===== config.mk =====
export PLATFORM = sky130hd
export DESIGN_NAME = diff_freq_serial_in
export DESIGN_NICKNAME = d
export VERILOG_FILES = /design/src/rtl/diff_freq_serial_in.sv
export SDC_FILE = /design/constraint.sdc
export NUM_CORES = 1
export LEC_CHECK = 0
export CAP_MARGIN = 10
export CORE_MARGIN = 3
export CORE_UTILIZATION = 65
export CTS_CLUSTER_DIAMETER = 150
export DETAILED_ROUTE_END_ITERATION = 10
export DONT_BUFFER_PORTS = 1
export GPL_ROUTABILITY_DRIVEN = 0
export PLACE_DENSITY = 0.87
export REMOVE_ABC_BUFFERS = 1
export SYNTH_ARGS = -nofsm -noshare
export SYNTH_HDL_FRONTEND = slang
export SYNTH_SLANG_ARGS = --single-unit

===== constraint.sdc =====
create_clock -name clk -period 5.4 [get_ports clk]
set_clock_uncertainty 0.1 [all_clocks]
set_input_delay 1.08 -clock clk [delete_from_list [all_inputs] [get_ports clk]]
set_output_delay 1.08 -clock clk [all_outputs]
set_load 0.02 [all_outputs]

===== src/rtl/diff_freq_serial_in.sv =====
// Frequency-keyed serial receiver.
// Each bit window carries a square wave; the bit is decided by counting rising
// edges inside a fixed-length window (few edges = 0, many edges = 1). Bits are
// assembled LSB first into a DATA_BIT word that is published with a one-cycle
// valid pulse. A window with no edges at all aborts the frame with an error pulse.
module diff_freq_serial_in #(
    parameter int DATA_BIT    = 8,
    parameter int BIT_PERIOD  = 100,
    parameter int EDGE_THRESH = 4,
    parameter int CNT_BIT     = 8
) (
    input  logic                clk,
    input  logic                rst,
    input  logic                i_serial_in,
    output logic [DATA_BIT-1:0] o_data,
    output logic                o_data_valid,
    output logic                o_bit_tick,
    output logic                o_bit_value,
    output logic                o_err,
    output logic                o_busy
);

    // Window counter only needs to reach BIT_PERIOD-1.
    localparam int WIN_W = $clog2(BIT_PERIOD);
    localparam int IDX_W = (DATA_BIT > 1) ? $clog2(DATA_BIT) : 1;
    // One extra bit so the end-of-window total cannot overflow.
    localparam int TOT_W = CNT_BIT + 1;

    localparam logic [0:0] ST_IDLE   = 1'b0;
    localparam logic [0:0] ST_SAMPLE = 1'b1;

    localparam logic [WIN_W-1:0]   WIN_LAST = WIN_W'(BIT_PERIOD - 1);
    localparam logic [WIN_W-1:0]   WIN_ONE  = WIN_W'(1);
    localparam logic [CNT_BIT-1:0] CNT_MAX  = {CNT_BIT{1'b1}};
    localparam logic [CNT_BIT-1:0] CNT_ONE  = CNT_BIT'(1);
    localparam logic [TOT_W-1:0]   THRESH   = TOT_W'(EDGE_THRESH);
    localparam logic [IDX_W-1:0]   IDX_LAST = IDX_W'(DATA_BIT - 1);
    localparam logic [IDX_W-1:0]   IDX_ONE  = IDX_W'(1);

    // Input path
    logic sync1;
    logic sync2;
    logic prev;
    logic rise;

    // Frame state
    logic [0:0]          state;
    logic [WIN_W-1:0]    win_cnt;
    logic [CNT_BIT-1:0]  edge_cnt;
    logic [IDX_W-1:0]    bit_idx;
    logic [DATA_BIT-1:0] shift;

    // Next-state values
    logic [0:0]          state_nx;
    logic [WIN_W-1:0]    win_nx;
    logic [CNT_BIT-1:0]  cnt_nx;
    logic [IDX_W-1:0]    idx_nx;
    logic [DATA_BIT-1:0] shift_nx;
    logic [DATA_BIT-1:0] shift_upd;
    logic [DATA_BIT-1:0] data_nx;
    logic                valid_nx;
    logic                tick_nx;
    logic                bitv_nx;
    logic                err_nx;
    logic                busy_nx;

    // End-of-window decision helpers
    logic [TOT_W-1:0]    total;
    logic                win_end;
    logic                bit_dec;

    // Two-stage synchronizer for the asynchronous pin plus the previous-value stage
    always_ff @(posedge clk) begin
        if (rst) begin
            sync1 <= 1'b0;
            sync2 <= 1'b0;
            prev  <= 1'b0;
        end else begin
            sync1 <= i_serial_in;
            sync2 <= sync1;
            prev  <= sync2;
        end
    end

    assign rise = sync2 & ~prev;

    // An edge landing in the window-end cycle still belongs to the ending window.
    assign total   = {1'b0, edge_cnt} + {{CNT_BIT{1'b0}}, rise};
    assign win_end = (win_cnt == WIN_LAST);
    assign bit_dec = (total >= THRESH);

    // Frame sequencing: window counting, bit decision, word assembly
    always_comb begin
        state_nx  = state;
        win_nx    = win_cnt;
        cnt_nx    = edge_cnt;
        idx_nx    = bit_idx;
        shift_nx  = shift;
        shift_upd = shift;
        data_nx   = o_data;
        valid_nx  = 1'b0;
        tick_nx   = 1'b0;
        bitv_nx   = o_bit_value;
        err_nx    = 1'b0;

        shift_upd[bit_idx] = bit_dec;

        case (state)
            ST_IDLE: begin
                if (rise) begin
                    // The start edge is the first edge of bit 0.
                    state_nx = ST_SAMPLE;
                    win_nx   = WIN_ONE;
                    cnt_nx   = CNT_ONE;
                    idx_nx   = {IDX_W{1'b0}};
                    shift_nx = {DATA_BIT{1'b0}};
                end else begin
                    state_nx = ST_IDLE;
                end
            end
            ST_SAMPLE: begin
                if (win_end) begin
                    if (total == {TOT_W{1'b0}}) begin
                        // Dead line: abandon the partial word, o_data untouched.
                        err_nx   = 1'b1;
                        state_nx = ST_IDLE;
                        win_nx   = {WIN_W{1'b0}};
                        cnt_nx   = {CNT_BIT{1'b0}};
                        idx_nx   = {IDX_W{1'b0}};
                        shift_nx = {DATA_BIT{1'b0}};
                    end else begin
                        tick_nx  = 1'b1;
                        bitv_nx  = bit_dec;
                        shift_nx = shift_upd;
                        win_nx   = {WIN_W{1'b0}};
                        cnt_nx   = {CNT_BIT{1'b0}};
                        if (bit_idx == IDX_LAST) begin
                            data_nx  = shift_upd;
                            valid_nx = 1'b1;
                            state_nx = ST_IDLE;
                            idx_nx   = {IDX_W{1'b0}};
                        end else begin
                            idx_nx   = bit_idx + IDX_ONE;
                            state_nx = ST_SAMPLE;
                        end
                    end
                end else begin
                    win_nx = win_cnt + WIN_ONE;
                    // Saturate rather than wrap so a noisy line still reads as 1.
                    if (rise && (edge_cnt != CNT_MAX)) begin
                        cnt_nx = edge_cnt + CNT_ONE;
                    end else begin
                        cnt_nx = edge_cnt;
                    end
                end
            end
            default: begin
                state_nx = ST_IDLE;
                win_nx   = {WIN_W{1'b0}};
                cnt_nx   = {CNT_BIT{1'b0}};
                idx_nx   = {IDX_W{1'b0}};
                shift_nx = {DATA_BIT{1'b0}};
            end
        endcase

        busy_nx = (state_nx == ST_SAMPLE);
    end

    // Frame state registers
    always_ff @(posedge clk) begin
        if (rst) begin
            state    <= ST_IDLE;
            win_cnt  <= {WIN_W{1'b0}};
            edge_cnt <= {CNT_BIT{1'b0}};
            bit_idx  <= {IDX_W{1'b0}};
            shift    <= {DATA_BIT{1'b0}};
        end else begin
            state    <= state_nx;
            win_cnt  <= win_nx;
            edge_cnt <= cnt_nx;
            bit_idx  <= idx_nx;
            shift    <= shift_nx;
        end
    end

    // Registered outputs; pulses appear the cycle after the window-end cycle
    always_ff @(posedge clk) begin
        if (rst) begin
            o_data       <= {DATA_BIT{1'b0}};
            o_data_valid <= 1'b0;
            o_bit_tick   <= 1'b0;
            o_bit_value  <= 1'b0;
            o_err        <= 1'b0;
            o_busy       <= 1'b0;
        end else begin
            o_data       <= data_nx;
            o_data_valid <= valid_nx;
            o_bit_tick   <= tick_nx;
            o_bit_value  <= bitv_nx;
            o_err        <= err_nx;
            o_busy       <= busy_nx;
        end
    end

endmodule


==> key figures, run 1 <==
Worst setup path
  – Family with the most delay on the worst path: simple AND/OR/NAND/NOR gates
  – Slowest-stage cell, CP: nor4_4
  – CP dominant cell by count: ha_1
  – Crit Reg-Reg Startpoint: sync2
  – Arrival time worst endpoint: 2930 ps
  – Critical path startpoint: sync2
  – CP max stage delay: 380 ps
  – Worst Path Buf+Inv: 0
  – Worst-path fanout max: 12
  – Kind of critical path: flop to flop
  – CP Launch Type: flop
  – CP Capture Type: flop
  – Worst endpoint required time: 5570 ps
  – Worst path cell trace: nor2b_1, ha_1, ha_1, and3_1, a31oi_1, nor4_4, nand2_1, a21oi_1, nor3_1

Finish
  – Reg area: 841 µm²
  – Area of the multi-input gates: 0.00122 mm²
  – Area Overhead vs Synth: 1.33%
  – Fill count: 262
  – Share of cells above drive strength 1: 8.64%
  – Antenna Cells: 0
  – Fin nets: 251

CTS
  – Clk sinks: 42
  – Post-CTS Hold Buffers: 0
  – CTS Buf Count: 5
  – Root buffer cell: clkbuf_4
  – Clk buf depth: 2
  – Post-CTS resize count: 0
  – CTS tree: yes
  – Worst-path clk slew: 130 ps
  – Max H-tree Level: 2
  – Setup Buffers After CTS: 0
  – Worst-Skew Late Latency: 370 ps

Global routing
  – M3 GR Usage: 5.35%
  – Met2 usage: 38.1%
  – Initial antenna violation count: 0
  – First-pass GRT wire length: 7720 µm
  – Vias in the first global route: 1679
  – Largest net degree at the start of global routing: 27
  – GR Layer Usage met1: 31.2%
  – Overall Global Routing Usage: 24.3%
  – Total global routing overflow: 0
  – GRT busiest layer: met2

Synthesis
  – Yosys reg bits: 42
  – Post-synth top cells: dfxtp_1, nand2_1, nor2_1
  – Post-synth EDFFs: 0
  – Post-Syn Instances: 252
  – Synth cell types: 48
  – Prevailing post-synth register cell: dfxtp_1
  – Synth top area share: 38.9%
  – Mean Syn Cell Area: 8.57 µm²
  – Top-count cell post-synth: dfxtp_1
  – Post-synth ARST share: 0%
  – Cell area after synthesis: 0.00216 mm²
  – Ys Warns: 0
  – Sequential area share after synthesis: 38.9%
  – Post-synth top area cell: dfxtp_1
  – Synth top area cells: dfxtp_1, nor3b_1, nand2_1, nor2_1, ha_1

STA
  – Slew Limit Fails: 0
  – Post-route setup slack: 2640 ps
  – Max-slew headroom: 60.6%
  – Post-Route Setup TNS: 0 ps
  – Period utilisation layout: 51.2%
  – Hold Vio Cnt, Final: 0
  – Worst slew pin tran: 590 ps
  – Number of setup violations in the final report: 0
  – Period minus WS final: 2760 ps
  – FMAX: 362 MHz
  – RSZ-0062 raised after global routing: no

Detailed routing
  – DRT iter0 DRCs: 152
  – Wire length after detailed routing: 4330 µm
  – Post-DR vias/cell: 6.25
  – DR DRC count: 0
  – Antenna Violating Nets Remaining: 0
  – Total number of vias: 1795
  – Detailed Routing Iterations Pass 1: 4
  – Drt wl/cell: 15.1 µm

Floorplanning
  – Die area: 0.00405 mm²
  – Die Span Y: 63.6 µm
  – Die width: 63.6 µm
  – Initial core utilization: 69.6%
  – I/O pin cnt: 16
  – Core area: 0.00310 mm²
  – Cell Rows: 20

Pwr
  – Peak supply drop: 0.172 mV
  – Leak: 0.777 nW
  – Power Dens Cells: 232 mW/mm²

Run status
  – Outcome: completed

Hold path
  – Min-Delay Path Class: flop to flop
  – HP Start: sync1

Run
  – Max-Cap Viols: 0

Place
  – Place WS: 2670 ps
  – PortBufs: 0
  – Hpwl dp: 2940 µm
worst register-to-register path, delay by kind of cell, from the launching register on:
kind            cells  cell delay, ps
fa+ha+maj           2             610
flops               1             330
compound gates      2             370
simple gates        5            1280
final timing paths:
| path | to | slack [ps] | depth (start not counted) |
|---|---|---|---|
| max | o_busy | 2640 | 9 |
| min | sync2 | 350 | 1 |
| max reg2reg | o_busy | 2640 | 9 |
| min reg2reg | sync2 | 350 | 1 |
metrics by stage:
stage / instance area [µm²] / power [mW] / hold slack (ps) / util (%) / cells
CTS: 2190 / 0.511 / 351 / 70.5 / 287
global placement: 2120 / 0.346 / 331 / 68.5 / 279
floorplan: 2070 / 0.340 / 314 / - / 235
finish: 2190 / 0.509 / 348 / 70.5 / 287
global route: 2190 / 0.527 / 356 / 70.5 / 287
detailed placement: 2120 / 0.347 / 326 / 68.5 / 279
cell families after synthesis:
family | synth area share (%)
AO/OA/AOI/OAI | 18.5
XOR/XNOR | 2.43
adder cells (fa/ha/maj) | 3.48
buffers and inverters | 4.69
flip-flops | 38.9
AND/OR/NAND/NOR | 31.9
state kept, by name, summed over array words and instances (netlist names):
| name | cells |
|---|---|
| o_busy | 1 |
| win_cnt | 7 |
| o_data_valid | 1 |
| prev | 1 |
| o_data | 8 |
| o_bit_value | 1 |
| o_err | 1 |
| sync2 | 1 |
| edge_cnt | 8 |
| sync1 | 1 |
| bit_idx | 3 |
| shift | 8 |
| o_bit_tick | 1 |
final cells by class:
type                    count  share of cell area (%)
clock buffers               6                    2.34
clock inverters             2                   0.572
inverters                   3                   0.515
multi-input cells         190                    55.6
flip-flops and latches     42                    38.4
well taps                  44                    2.52
cells in the final DEF (no fill, tap or decap), types with 6 or more instances in the layout:
cell type,instances
a31o_1,8
o21ai_1,12
nor3b_1,15
o21ai_0,14
ha_1,6
nand2_1,26
a21oi_1,10
dfxtp_1,42
nand4_1,7
nor3_1,12
and3_1,8
nor2_1,24
routing by layer:
| metal | part of all wire [%] | vias up | wire length [µm] |
|---|---|---|---|
| met5 | 0 | - | 0 |
| met4 | 2.0 | 0 | 85 |
| met3 | 6.8 | 9 | 294 |
| met2 | 46 | 46 | 2000 |
| met1 | 45 | 850 | 1950 |
| li1 | - | 890 | - |
where the power goes:
group	internal, mW	switching (mW)	total (mW)
Combinational	0.00713	0.0165	0.0236
Sequential	0.312	0.00400	0.316
Clock	0.0626	0.106	0.169
Total	0.382	0.127	0.509
(Power assumes the default switching activity.)
==> run 2, diff against run 1 <==
--- a/config.mk
+++ b/config.mk
@@ -7,12 +7,12 @@
 export LEC_CHECK = 0
 export CAP_MARGIN = 10
 export CORE_MARGIN = 3
-export CORE_UTILIZATION = 65
+export CORE_UTILIZATION = 62
 export CTS_CLUSTER_DIAMETER = 150
 export DETAILED_ROUTE_END_ITERATION = 10
 export DONT_BUFFER_PORTS = 1
 export GPL_ROUTABILITY_DRIVEN = 0
-export PLACE_DENSITY = 0.87
+export PLACE_DENSITY = 0.84
 export REMOVE_ABC_BUFFERS = 1
 export SYNTH_ARGS = -nofsm -noshare
 export SYNTH_HDL_FRONTEND = slang
==> constraint.sdc (replaced) <==
create_clock -name clk -period 2.68 [get_ports clk]
set_clock_uncertainty 0.1 [all_clocks]
set_input_delay 0.536 -clock clk [delete_from_list [all_inputs] [get_ports clk]]
set_output_delay 0.536 -clock clk [all_outputs]
set_load 0.02 [all_outputs]
==> run 2 against run 1 <==
  * Flip-flop and latch count did not move
  * Highest routed layer unchanged
  * Design area up 2.9%
  * Wire length grew 0.53%
  * Critical path depth unchanged
  * Non-clock buffer count increased by 6
  * Register-to-register slack worse by 2500 ps
  * Sequential power grew 100%
  * First-iteration DRC count decreased by 8.6%
==> key figures, run 2 (synthesis gave the netlist of run 1 again) <==
STA
  – Max-slew headroom: 69.5% (+8.9 points)
  – Number of setup violations in the final report: 0 (unchanged)
  – Period minus WS final: 2500 ps (-267 ps)
  – Post-Route Setup TNS: 0 ps (unchanged)
  – RSZ-0062 raised after global routing: no
  – Period utilisation layout: 93.1% (+42 points)
  – Worst slew pin tran: 454 ps (-137 ps)
  – Slew Limit Fails: 0 (unchanged)
  – Hold Vio Cnt, Final: 0 (unchanged)
  – FMAX: 401 MHz (+11%)

Floorplanning
  – Die Span Y: 65.0 µm (+2.2%)
  – Cell Rows: 20 (unchanged)
  – Die area: 0.00423 mm² (+4.4%)
  – I/O pin cnt: 16 (unchanged)
  – Die width: 65.0 µm (+2.2%)
  – Initial core utilization: 68.0% (-1.6 points)
  – Core area: 0.00318 mm² (+2.4%)

Worst setup path
  – Worst path cell trace: nor2b_1, ha_1, ha_1, a311oi_1, a31oi_1, nor4_4, nand2_1, a21oi_1, nor3_1
  – Family with the most delay on the worst path: simple AND/OR/NAND/NOR gates
  – Arrival time worst endpoint: 2650 ps (-280 ps)
  – Kind of critical path: flop to flop
  – Worst Path Buf+Inv: 0 (unchanged)
  – CP max stage delay: 370 ps (about the same)
  – CP Capture Type: flop
  – Worst endpoint required time: 2830 ps (-2740 ps)
  – Slowest-stage cell, CP: nor4_4
  – Worst-path fanout max: 12 (unchanged)
  – CP Launch Type: flop
  – CP dominant cell by count: ha_1

Pwr
  – Share of total power in sequential cells: 57.4% (-4.8 points)
  – Peak supply drop: 0.365 mV (+110%)
  – Comb power frac: 5.1% (+0.5 points)
  – Switching power: 0.237 mW (+87%)
  – Power Dens Cells: 489 mW/mm² (+110%)
  – Switching Share: 21.6% (-3.3 points)
  – Leak: 0.818 nW (+5.3%)
  – Clock Power Share: 37.5% (+4.3 points)
  – Int Pwr: 0.864 mW (+130%)

CTS
  – Setup Buffers After CTS: 0 (unchanged)
  – Clk sinks: 42 (unchanged)
  – CTS Buf Count: 5 (unchanged)
  – Clk buf depth: 2 (unchanged)
  – Root buffer cell: clkbuf_4
  – Post-CTS Hold Buffers: 0 (unchanged)
  – Worst-Skew Late Latency: 360 ps (about the same)
  – Max H-tree Level: 2 (unchanged)
  – Post-CTS resize count: 0 (unchanged)
  – CTS tree: yes
  – Worst-path clk slew: 110 ps (-20 ps)

Detailed routing
  – Antenna Violating Nets Remaining: 0 (unchanged)
  – Drt wl/cell: 14.9 µm (-1.2%)
  – Wire length after detailed routing: 4350 µm (+0.53%)
  – Detailed Routing Iterations Pass 1: 4 (unchanged)
  – Post-DR vias/cell: 6.18 (-1.2%)
  – Total number of vias: 1804 (+0.50%)
  – DR DRC count: 0 (unchanged)
  – DRT iter0 DRCs: 139 (-8.6%)

Global routing
  – Largest net degree at the start of global routing: 27 (unchanged)
  – First-pass GRT wire length: 7910 µm (+2.5%)
  – Initial antenna violation count: 0 (unchanged)
  – Overall Global Routing Usage: 24.0% (-0.37 points)
  – Total global routing overflow: 0 (unchanged)
  – Vias in the first global route: 1743 (+3.8%)

Place
  – Hpwl dp: 3030 µm (+2.9%)
  – PortBufs: 0 (unchanged)

Finish
  – Largest regs: edge_cnt (8), o_data (8), shift (8)
  – Most common cell after layout, fill and taps aside: dfxtp_1
  – Fin nets: 257 (+2.4%)
  – Area Overhead vs Synth: 4.23%
  – Share of cells above drive strength 1: 10.5% (+1.8 points)
  – Fill count: 270 (+3.1%)
  – Final core occ: 70.8% (+0.30 points)
  – Antenna Cells: 0 (unchanged)
  – Most frequent cells in the layout: dfxtp_1, nand2_1, nor2_1, nor3b_1, o21ai_0

Run
  – Max-Cap Viols: 0 (unchanged)

Hold path
  – Min-Delay Path Class: input pin to flop

Run status
  – Outcome: completed
==> run 2: cell count changes in the layout (fill, tap and decap cells not counted), sizes merged <==
cell / before / now
clkinv: 2 / 1
bufinv: 0 / 1
clkinvlp: 1 / 0
buf: 0 / 6
==> run 2: worst register-to-register path, stage by stage (launching register included) <==
cell	delay [ps]
dfxtp_1	320
nor2b_1	130
ha_1	190
ha_1	220
a311oi_1	290
a31oi_1	120
nor4_4	370
nand2_1	350
a21oi_1	240
nor3_1	60
==> run 2: stage by stage <==
step                total power [mW]  worst slack (ps)  std cells  area [µm²]  hold slack [ps]
global placement               0.700               275        285        2170              334
CTS                             1.11               169        292        2250              129
finish                          1.10               184        292        2250              141
global route                    1.14              13.7        292        2250              104
detailed placement             0.702               196        285        2170              332
floorplan                      0.686               330        235        2070              314
==> run 2: final timing paths <==
check	slack, ps	depth (start not counted)	startpoint	end
min	140	1	rst	edge_cnt[0]
max	180	9	sync2	o_busy
max reg2reg	180	9	sync2	o_busy
min reg2reg	360	2	shift[0]	shift[0]
==> run 2: area by class of cell <==
type,count,area (µm²),share of cell area (%)
clock inverters,1,30.0,1.33
clock buffers,6,51.3,2.28
well taps,44,55.1,2.45
repair buffers,6,45.0,2.00
inverters,3,11.3,0.500
multi-input cells,190,1220,54.1
flip-flops and latches,42,841,37.4
==> run 2: power groups by stage <==
stage	clock [mW]	combinational (mW)	sequential [mW]
floorplan	0	0.0366	0.649
global placement	0	0.0541	0.646
detailed placement	0	0.0554	0.646
CTS	0.418	0.0557	0.632
global route	0.448	0.0633	0.633
finish	0.413	0.0558	0.632
==> run 2: metal layers <==
metal  up-vias  routed length, µm  track usage (%)
met2        37               2130             39.2
met3         7                235             6.41
met4         0                 51             10.4
met5         -                  0                0
li1        900                  -                -
met1       860               1930             29.5
